### config.mk
export PLATFORM = sky130hd
export DESIGN_NAME = doctor_move_scheduler
export DESIGN_NICKNAME = d
export VERILOG_FILES = /design/src/rtl/doctor_move_scheduler.sv
export SDC_FILE = /design/constraint.sdc
export NUM_CORES = 1
export LEC_CHECK = 0
export BUFFER_PORTS_ARGS = -buffer_cell sky130_fd_sc_hd__buf_2
export CAP_MARGIN = 15
export CORE_MARGIN = 2
export CORE_UTILIZATION = 63
export CTS_BUF_LIST = sky130_fd_sc_hd__clkbuf_4
export DETAILED_ROUTE_END_ITERATION = 8
export HOLD_SLACK_MARGIN = 0.12
export PLACE_DENSITY = 0.91
export SLEW_MARGIN = 10
export SYNTH_ARGS = -nofsm -noshare
export SYNTH_HDL_FRONTEND = slang
export SYNTH_SLANG_ARGS = --single-unit
### constraint.sdc
create_clock -name clk -period 4 [get_ports clk]
set_input_delay 0.2 -clock clk [delete_from_list [all_inputs] [get_ports clk]]
set_output_delay 0.2 -clock clk [all_outputs]
set_load 0.03 [all_outputs]
### src/rtl/doctor_move_scheduler.sv
// Turns the four raw direction keys into one frame-stable movement command for the
// doctor movement block, with last-pressed-wins turn buffering and a post-collision block timer.
module doctor_move_scheduler #(
    parameter int unsigned BLOCK_FRAMES = 4
) (
    input  logic       clk,
    input  logic       reset,
    input  logic       startOfFrame,
    input  logic       game_enable,
    input  logic       key_up,
    input  logic       key_down,
    input  logic       key_right,
    input  logic       key_left,
    input  logic       collision,
    input  logic [3:0] HitEdgeCode,
    output logic       Up_Move,
    output logic       Down_Move,
    output logic       Right_Move,
    output logic       Left_Move,
    output logic [1:0] move_dir,
    output logic       move_valid,
    output logic       blocked
);

    typedef enum logic [1:0] {
        ST_DISABLED,
        ST_IDLE,
        ST_MOVE,
        ST_BLOCKED
    } state_t;

    state_t     state_reg, state_next;
    logic [1:0] dir_reg, dir_next;
    logic       pend_valid_reg, pend_valid_next;
    logic [1:0] pend_dir_reg, pend_dir_next;
    logic       mask_valid_reg, mask_valid_next;
    logic [1:0] mask_dir_reg, mask_dir_next;
    logic [3:0] cnt_reg, cnt_next;
    logic [3:0] keys_prev_reg;
    logic [3:0] move_vec_reg;
    logic       move_valid_reg;
    logic       blocked_reg;

    // Bit index equals the direction code: 0 up, 1 down, 2 right, 3 left.
    logic [3:0] keys;
    logic [3:0] rise;
    logic [3:0] usable;
    logic [1:0] rise_dir;
    logic       pend_valid_eff;
    logic [1:0] pend_dir_eff;
    logic       mask_valid_eff;
    logic       has_cur;
    logic       sel_valid;
    logic [1:0] sel_dir;
    logic [1:0] edge_idx;
    logic       head_on;
    logic       do_select;

    assign keys = {key_left, key_right, key_down, key_up};
    assign rise = keys & ~keys_prev_reg;

    // A direction may be chosen only if its key is held and it is not the masked one.
    generate
        for (genvar gi = 0; gi < 4; gi++) begin : g_usable
            assign usable[gi] = keys[gi] & ~(mask_valid_eff & (mask_dir_reg == 2'(gi)));
        end
    endgenerate

    always_comb begin
        rise_dir = 2'd3;
        if (rise[0])      rise_dir = 2'd0;
        else if (rise[1]) rise_dir = 2'd1;
        else if (rise[2]) rise_dir = 2'd2;

        // Same-cycle key edges are visible to a selection happening in this cycle.
        pend_valid_eff = pend_valid_reg | (|rise);
        pend_dir_eff   = (|rise) ? rise_dir : pend_dir_reg;
        mask_valid_eff = mask_valid_reg & ~rise[mask_dir_reg];
    end

    always_comb begin
        has_cur   = (state_reg == ST_MOVE) || (state_reg == ST_BLOCKED);
        sel_valid = 1'b1;
        sel_dir   = 2'd0;
        if (pend_valid_eff && usable[pend_dir_eff]) sel_dir = pend_dir_eff;
        else if (has_cur && usable[dir_reg])        sel_dir = dir_reg;
        else if (usable[0])                         sel_dir = 2'd0;
        else if (usable[1])                         sel_dir = 2'd1;
        else if (usable[2])                         sel_dir = 2'd2;
        else if (usable[3])                         sel_dir = 2'd3;
        else                                        sel_valid = 1'b0;
    end

    always_comb begin
        case (dir_reg)
            2'd0:    edge_idx = 2'd2;
            2'd1:    edge_idx = 2'd0;
            2'd2:    edge_idx = 2'd1;
            default: edge_idx = 2'd3;
        endcase
        head_on = collision & HitEdgeCode[edge_idx];
    end

    always_comb begin
        state_next      = state_reg;
        dir_next        = dir_reg;
        pend_valid_next = pend_valid_eff;
        pend_dir_next   = pend_dir_eff;
        mask_valid_next = mask_valid_eff;
        mask_dir_next   = mask_dir_reg;
        cnt_next        = cnt_reg;
        do_select       = 1'b0;

        if (!game_enable) begin
            state_next      = ST_DISABLED;
            pend_valid_next = 1'b0;
            mask_valid_next = 1'b0;
            cnt_next        = 4'd0;
        end else begin
            case (state_reg)
                ST_DISABLED: begin
                    state_next      = ST_IDLE;
                    pend_valid_next = 1'b0;
                    mask_valid_next = 1'b0;
                end
                ST_IDLE, ST_MOVE: begin
                    if (state_reg == ST_MOVE && head_on) begin
                        state_next      = ST_BLOCKED;
                        cnt_next        = 4'(BLOCK_FRAMES);
                        mask_dir_next   = dir_reg;
                        mask_valid_next = 1'b1;
                    end else if (startOfFrame) begin
                        do_select = 1'b1;
                    end
                end
                default: begin
                    if (startOfFrame) begin
                        if (cnt_reg <= 4'd1) do_select = 1'b1;
                        else                 cnt_next = cnt_reg - 4'd1;
                    end
                end
            endcase
        end

        if (do_select) begin
            pend_valid_next = 1'b0;
            cnt_next        = 4'd0;
            if (sel_valid) begin
                state_next = ST_MOVE;
                dir_next   = sel_dir;
            end else begin
                state_next = ST_IDLE;
            end
        end
    end

    always_ff @(posedge clk or posedge reset) begin
        if (reset) begin
            state_reg      <= ST_IDLE;
            dir_reg        <= 2'd0;
            pend_valid_reg <= 1'b0;
            pend_dir_reg   <= 2'd0;
            mask_valid_reg <= 1'b0;
            mask_dir_reg   <= 2'd0;
            cnt_reg        <= 4'd0;
            keys_prev_reg  <= 4'd0;
            move_vec_reg   <= 4'd0;
            move_valid_reg <= 1'b0;
            blocked_reg    <= 1'b0;
        end else begin
            state_reg      <= state_next;
            dir_reg        <= dir_next;
            pend_valid_reg <= pend_valid_next;
            pend_dir_reg   <= pend_dir_next;
            mask_valid_reg <= mask_valid_next;
            mask_dir_reg   <= mask_dir_next;
            cnt_reg        <= cnt_next;
            keys_prev_reg  <= keys;
            move_vec_reg   <= (state_next == ST_MOVE) ? (4'd1 << dir_next) : 4'd0;
            move_valid_reg <= (state_next == ST_MOVE);
            blocked_reg    <= (state_next == ST_BLOCKED);
        end
    end

    assign Up_Move    = move_vec_reg[0];
    assign Down_Move  = move_vec_reg[1];
    assign Right_Move = move_vec_reg[2];
    assign Left_Move  = move_vec_reg[3];
    assign move_dir   = dir_reg;
    assign move_valid = move_valid_reg;
    assign blocked    = blocked_reg;

endmodule

* After elaboration in Yosys (flattened, before gate mapping)
Index checks and enable logic that the tools add are counted.
Operators by class: $add $sub $neg 1, magnitude comparators 5, equality and inequality tests 14, shift-type cells 1, mux-type cells 51, bitwise gates (word level) 18, reduce and logical (&&, ||, !) cells 11
Operators by type and width (number):
- $mux 2 | 15
- $mux 4 | 6
- $mux 1 | 21
- $eq 2x2->1 const B | 7
- $lt 2x3->1 const B | 4
- $and 1x1->1 | 10
- $bmux 1 s2 | 4
- $pmux 4 s2 | 1
- $eq 2x1->1 const B | 3
- $logic_not 2->1 | 3
- $pmux 2 s3 | 1
- $not 1->1 | 5
- $and 4x4->4 | 1
- $le 4x1->1 const B | 1
- $ne 4x2->1 const B | 1
- $ne 4x3->1 const B | 1
- $ne 4x4->1 const B | 1
- $not 4->4 | 1
- $pmux 1 s2 | 2
- $pmux 2 s2 | 1
- $reduce_and 4->1 | 1
- $reduce_or 4->1 | 1
- $shl 1x2->4 const A | 1
- $sub 4x1->4 const B | 1
- 6 further kinds | 8
Word-level totals: register bits after elaboration 24, input port bits 13, output and inout port bits 8, logic and storage cells 112

* Depth between registers and ports, before layout
depth in word-level cells 19, mapped depth 9, mapped depth without buffers 9

* Least setup slack after synthesis
Ideal clock, no wire load.
path type reg2reg, start reg dir_reg[0] (netlist: move_dir[0]), end reg move_vec_reg[1], library setup time 0.120 ns, data arrival time 2.500 ns, data required time 3.880 ns, slack 1.380 ns, stages on the path, launching flop included 10, path buffers 0, period minus slack after synthesis 2.620 ns, path through dfrtp_1 inv_1 ha_1 mux2i_1 nor3_1 o32ai_2 nand3_1 nor4_1 a221oi_4 and3_1
Between the ends: cells in the longest elaborated chain, start to end 12, elaborated cells between the ends (all ways) 28, classes of those cells eq/ne: 3; shift: 1; mux: 20; bitwise: 1; reduce/logical: 3
Ends and longest elaborated chain:
- start: declaration | RTL line 33 | logic [1:0] dir_reg, dir_next;
- start signal: assignment | RTL line 172 | dir_reg <= dir_next;
- $eq 2x2->1 (tied with other cells) | RTL line 95 | case (dir_reg)
- $pmux 2 s3 | RTL line 95
- $bmux 1 s2 | RTL line 101 | head_on = collision & HitEdgeCode[edge_idx];
- $mux 1 (implied by the code) | RTL line 101
- $and 1x1->1 | RTL line 101
- $logic_and 1x1->1 | RTL line 127 | if (state_reg == ST_MOVE && head_on) begin
- $mux 2 or $mux 1 (tied branches) | RTL line 127
- $pmux 2 s2 or $pmux 1 s2 (tied branches) | RTL line 120 | case (state_reg)
- $mux 2 or $mux 1 (tied branches) | RTL line 114 | if (!game_enable) begin
- $mux 2 | RTL line 145 | if (do_select) begin
- $eq 2x2->1 or $shl 1x2->4 (tied branches) | RTL line 179 | move_vec_reg <= (state_next == ST_MOVE) ? (4'd1 << dir_next) : 4'd0;
- $mux 4 * | RTL line 179
- end signal: assignment | RTL line 179
- end: declaration | RTL line 40 | logic [3:0] move_vec_reg;
Every way passes the cells marked *; elsewhere a longest branch is shown, timed or not. The select of a mux whose other input is x is not followed. A chain may end at the register's enable or synchronous reset.

* Worst setup path after layout
Same ends and word-level chain as after synthesis.

==> results by group <==
Run status
  – Status: finished clean

GRT
  – Tot GR Track Use: 27.7%
  – Initial antenna violation count: 0
  – GRT overflow: 0
  – Largest net degree at the start of global routing: 25
  – Vias in the first global route: 1282
  – Global-route wire length before repair: 5580 um

Floorplanning
  – Die W: 52.8 um
  – IO Pins: 21
  – Die Ht: 52.8 um
  – Die ar.: 2780 sq um
  – Initial Utilization: 67.1%
  – Core Area: 2230 sq um
  – Rows: 17

Yosys
  – Post-synthesis mux area share: 8.27%
  – Post-Synth XOR/XNOR Area: 0%
  – Post-Syn Area per Cell: 9.92 sq um
  – Netlist Area Pre-Place: 1500 sq um
  – Yosys reg bits: 24
  – Syn Nets: 172
  – Top_reg_cell synth: dfrtp_1
  – Synth Area in Adders: 6.68%
  – Main combinational cell family by area after synthesis: simple AND/OR/NAND/NOR gates
  – Post-synthesis compound-gate area fraction: 17.1%
  – Seq/Total Area, Yosys: 40.2%
  – Ys async rst share: 100%
  – Ys Warns: 0
  – Synth Instances: 151
  – Largest cells by area after synthesis: dfrtp_1 38%, ha_1 6.7%, nor2_1 4.0%, mux2_2 3.8%, inv_1 2.8%
  – Cell taking the most area after synthesis: dfrtp_1
  – Number of enable flip-flop cells after synthesis: 0
  – Simple-gate share of the synthesized area: 24.5%
  – Number of library cell types mapped by synthesis: 50
  – Area share of the largest cell type after synthesis: 38.4%

Placement
  – I/O Buffers: 20
  – Placed insts: 197
  – Placed inst area: 1630 sq um
  – Post-DP HPWL: 2460 um
  – RePlAce Congestion: 0.856

Power
  – Clock network power share: 13.1%
  – Seq pwr share: 39.3%
  – P_int: 0.485 mW
  – Power Dens Cells: 501 nW/um^2
  – Logic pwr share: 47.6%
  – Sw Ratio: 43.0%
  – Psw: 0.367 mW
  – Peak VDD IR: 0.466 mV
  – LEAKAGE: 0.811 nW
  – Total chip power: 0.852 mW

Cells and area
  – Non-filler instance count after layout: 206
  – Commonest non-fill, non-tap cell in the layout: dfrtp_1
  – Diode count: 0
  – Non-Filler Cell Area, Final: 1700 sq um
  – Most frequent cells in the layout: 23 x dfrtp_1, 20 x buf_2, 16 x nor2_1, 11 x nand2_1, 11 x inv_1
  – Area Growth Syn to Fin: 13.6%
  – Share of post-route cells with drive strength above 1: 23.0%
  – Final nets: 200

Timing
  – Final setup vio count: 0
  – Post-route minimum period: 2.81 ns
  – Fmax: 355 MHz
  – Crit share post-route: 70.4%
  – Skew final: 0.00360 ns
  – Fin. Hold Viols: 0
  – RSZ-0062 raised after global routing: no
  – Worst Max-Slew Pin Slew: 0.928 ns
  – Slew Viols, Final: 0
  – Max_slew headroom: 38.0%
  – Setup TNS: 0 ns
  – Hold WS: 0.155 ns

Job
  – Max Cap Viol: 0

Clock network
  – # Post-CTS Setup Buffers: 0
  – Clk_lat worst skew: 0.32 ns
  – Post-CTS sizing: 0
  – Clock slew at reported path FFs: 0.13 ns
  – Total CTS buffers: 3
  – CTS tree: done
  – Clk root buf: clkbuf_4
  – Number of clock sinks: 24
  – Clk buf depth: 2
  – H-tree levels: 1

Worst setup path
  – Slowest CP cell: dfrtp_1
  – Worst Reg-to-Reg Cells: 9
  – WP data required: 4.23 ns
  – CP bufs+invs: 1
  – WP depth: 9
  – CP Data Arrival Time: 3.04 ns
  – Critical path peak fanout: 7
  – Top delay family on crit path: compound AO/OA/AOI/OAI gates
  – Critical-path cell list: inv_1 -> ha_1 -> mux2i_1 -> nor3_1 -> o32ai_2 -> nand3_1 -> o311ai_1 -> a221oi_4 -> and3_1
  – Crit path largest cell delay: 0.51 ns
  – Startpoint class of the critical path: flop
  – Kind of critical path: flop to flop
  – R2r setup slk: 1.19 ns
  – Crit end category: flop

Drt
  – Drt drc: 0
  – Met3 Routed Length: 237 um
  – Drt wl/cell: 16.7 um
  – Starting DRT DRC Count: 55
  – Drt first pass iters: 4
  – Final wirelength: 3430 um
  – Highest Signal Layer: met4
  – M1 WL: 1480 um
  – Met2 wire len: 1660 um
  – Vias per cell: 6.27
  – Vias: 1291
  – Remaining antenna violation count: 0

Min path
  – Hold path depth: 2
  – Hold Crit Class: input port to flop
==> power groups by stage <==
stage	combinational, mW	clock (mW)	sequential, mW
5_1_grt	0.445	0.122	0.338
2_1_floorplan	0.266	0	0.363
3_5_place_dp	0.395	0	0.336
4_1_cts	0.401	0.114	0.331
6_report	0.406	0.112	0.335
3_3_place_gp	0.375	0	0.330
==> area by class of cell <==
type	count	area (sq um)
clock buffers	3	22.5
clock inverters	1	3.75
fillers	161	532
inverters	11	41.3
multi-input cells	114	847
flip-flops and latches	24	602
well taps	28	35.0
repair buffers	25	150
==> repair_timing <==
action                                 in CTS  in global routing
hold buffers                                5                  0
setup endpoints to repair                   0                  0
endpoints found under the hold margin      27                  0
==> worst paths after layout <==
| path | startpoint | endpoint |
|---|---|---|
| hold / removal | game_enable | state_reg[0] |
| setup reg to reg | move_dir[0] | move_vec_reg[1] |
| hold reg to reg | cnt_reg[2] | cnt_reg[2] |
| setup / recovery | move_dir[0] | move_vec_reg[1] |
| max in group asynchronous | reset | pend_dir_reg[1] |
| min in group asynchronous | reset | move_valid |
==> stage by stage <==
stage	worst slack [ns]	util (%)
after floorplan	1.38	-
after global placement	1.49	72.8
after detailed placement	1.30	72.8
after CTS	1.29	76.2
after global routing	1.09	76.2
final	1.19	76.2
==> cell usage after synthesis (3+ instances only) <==
master	number
a21oi_1	5
and3b_1	3
dfrtp_1	23
ha_1	8
inv_1	11
mux2_2	5
mux2i_1	3
nand2_1	11
nand2b_1	6
nand3_1	4
nand4_1	3
nor2_1	16
nor3_1	4
o21ai_0	7
==> per-layer routing <==
| layer | global-route usage [%] | vias up |
|---|---|---|
| met5 | 0 | - |
| met4 | 8.97 | 0 |
| met3 | 4.00 | 8 |
| met1 | 37.2 | 620 |
| met2 | 46.0 | 58 |
| li1 | - | 605 |
==> cell families (layout without fill, tap and decap cells) <==
logic type | count (synthesis) | count (layout)
AOI/OAI and AO/OA | 31 | 31
adders and majority gates | 8 | 8
buffers and inverters | 13 | 40
DFF | 24 | 24
muxes | 10 | 10
and+or+nand+nor | 65 | 65
No activity file was read; power rests on OpenSTA's default activity.
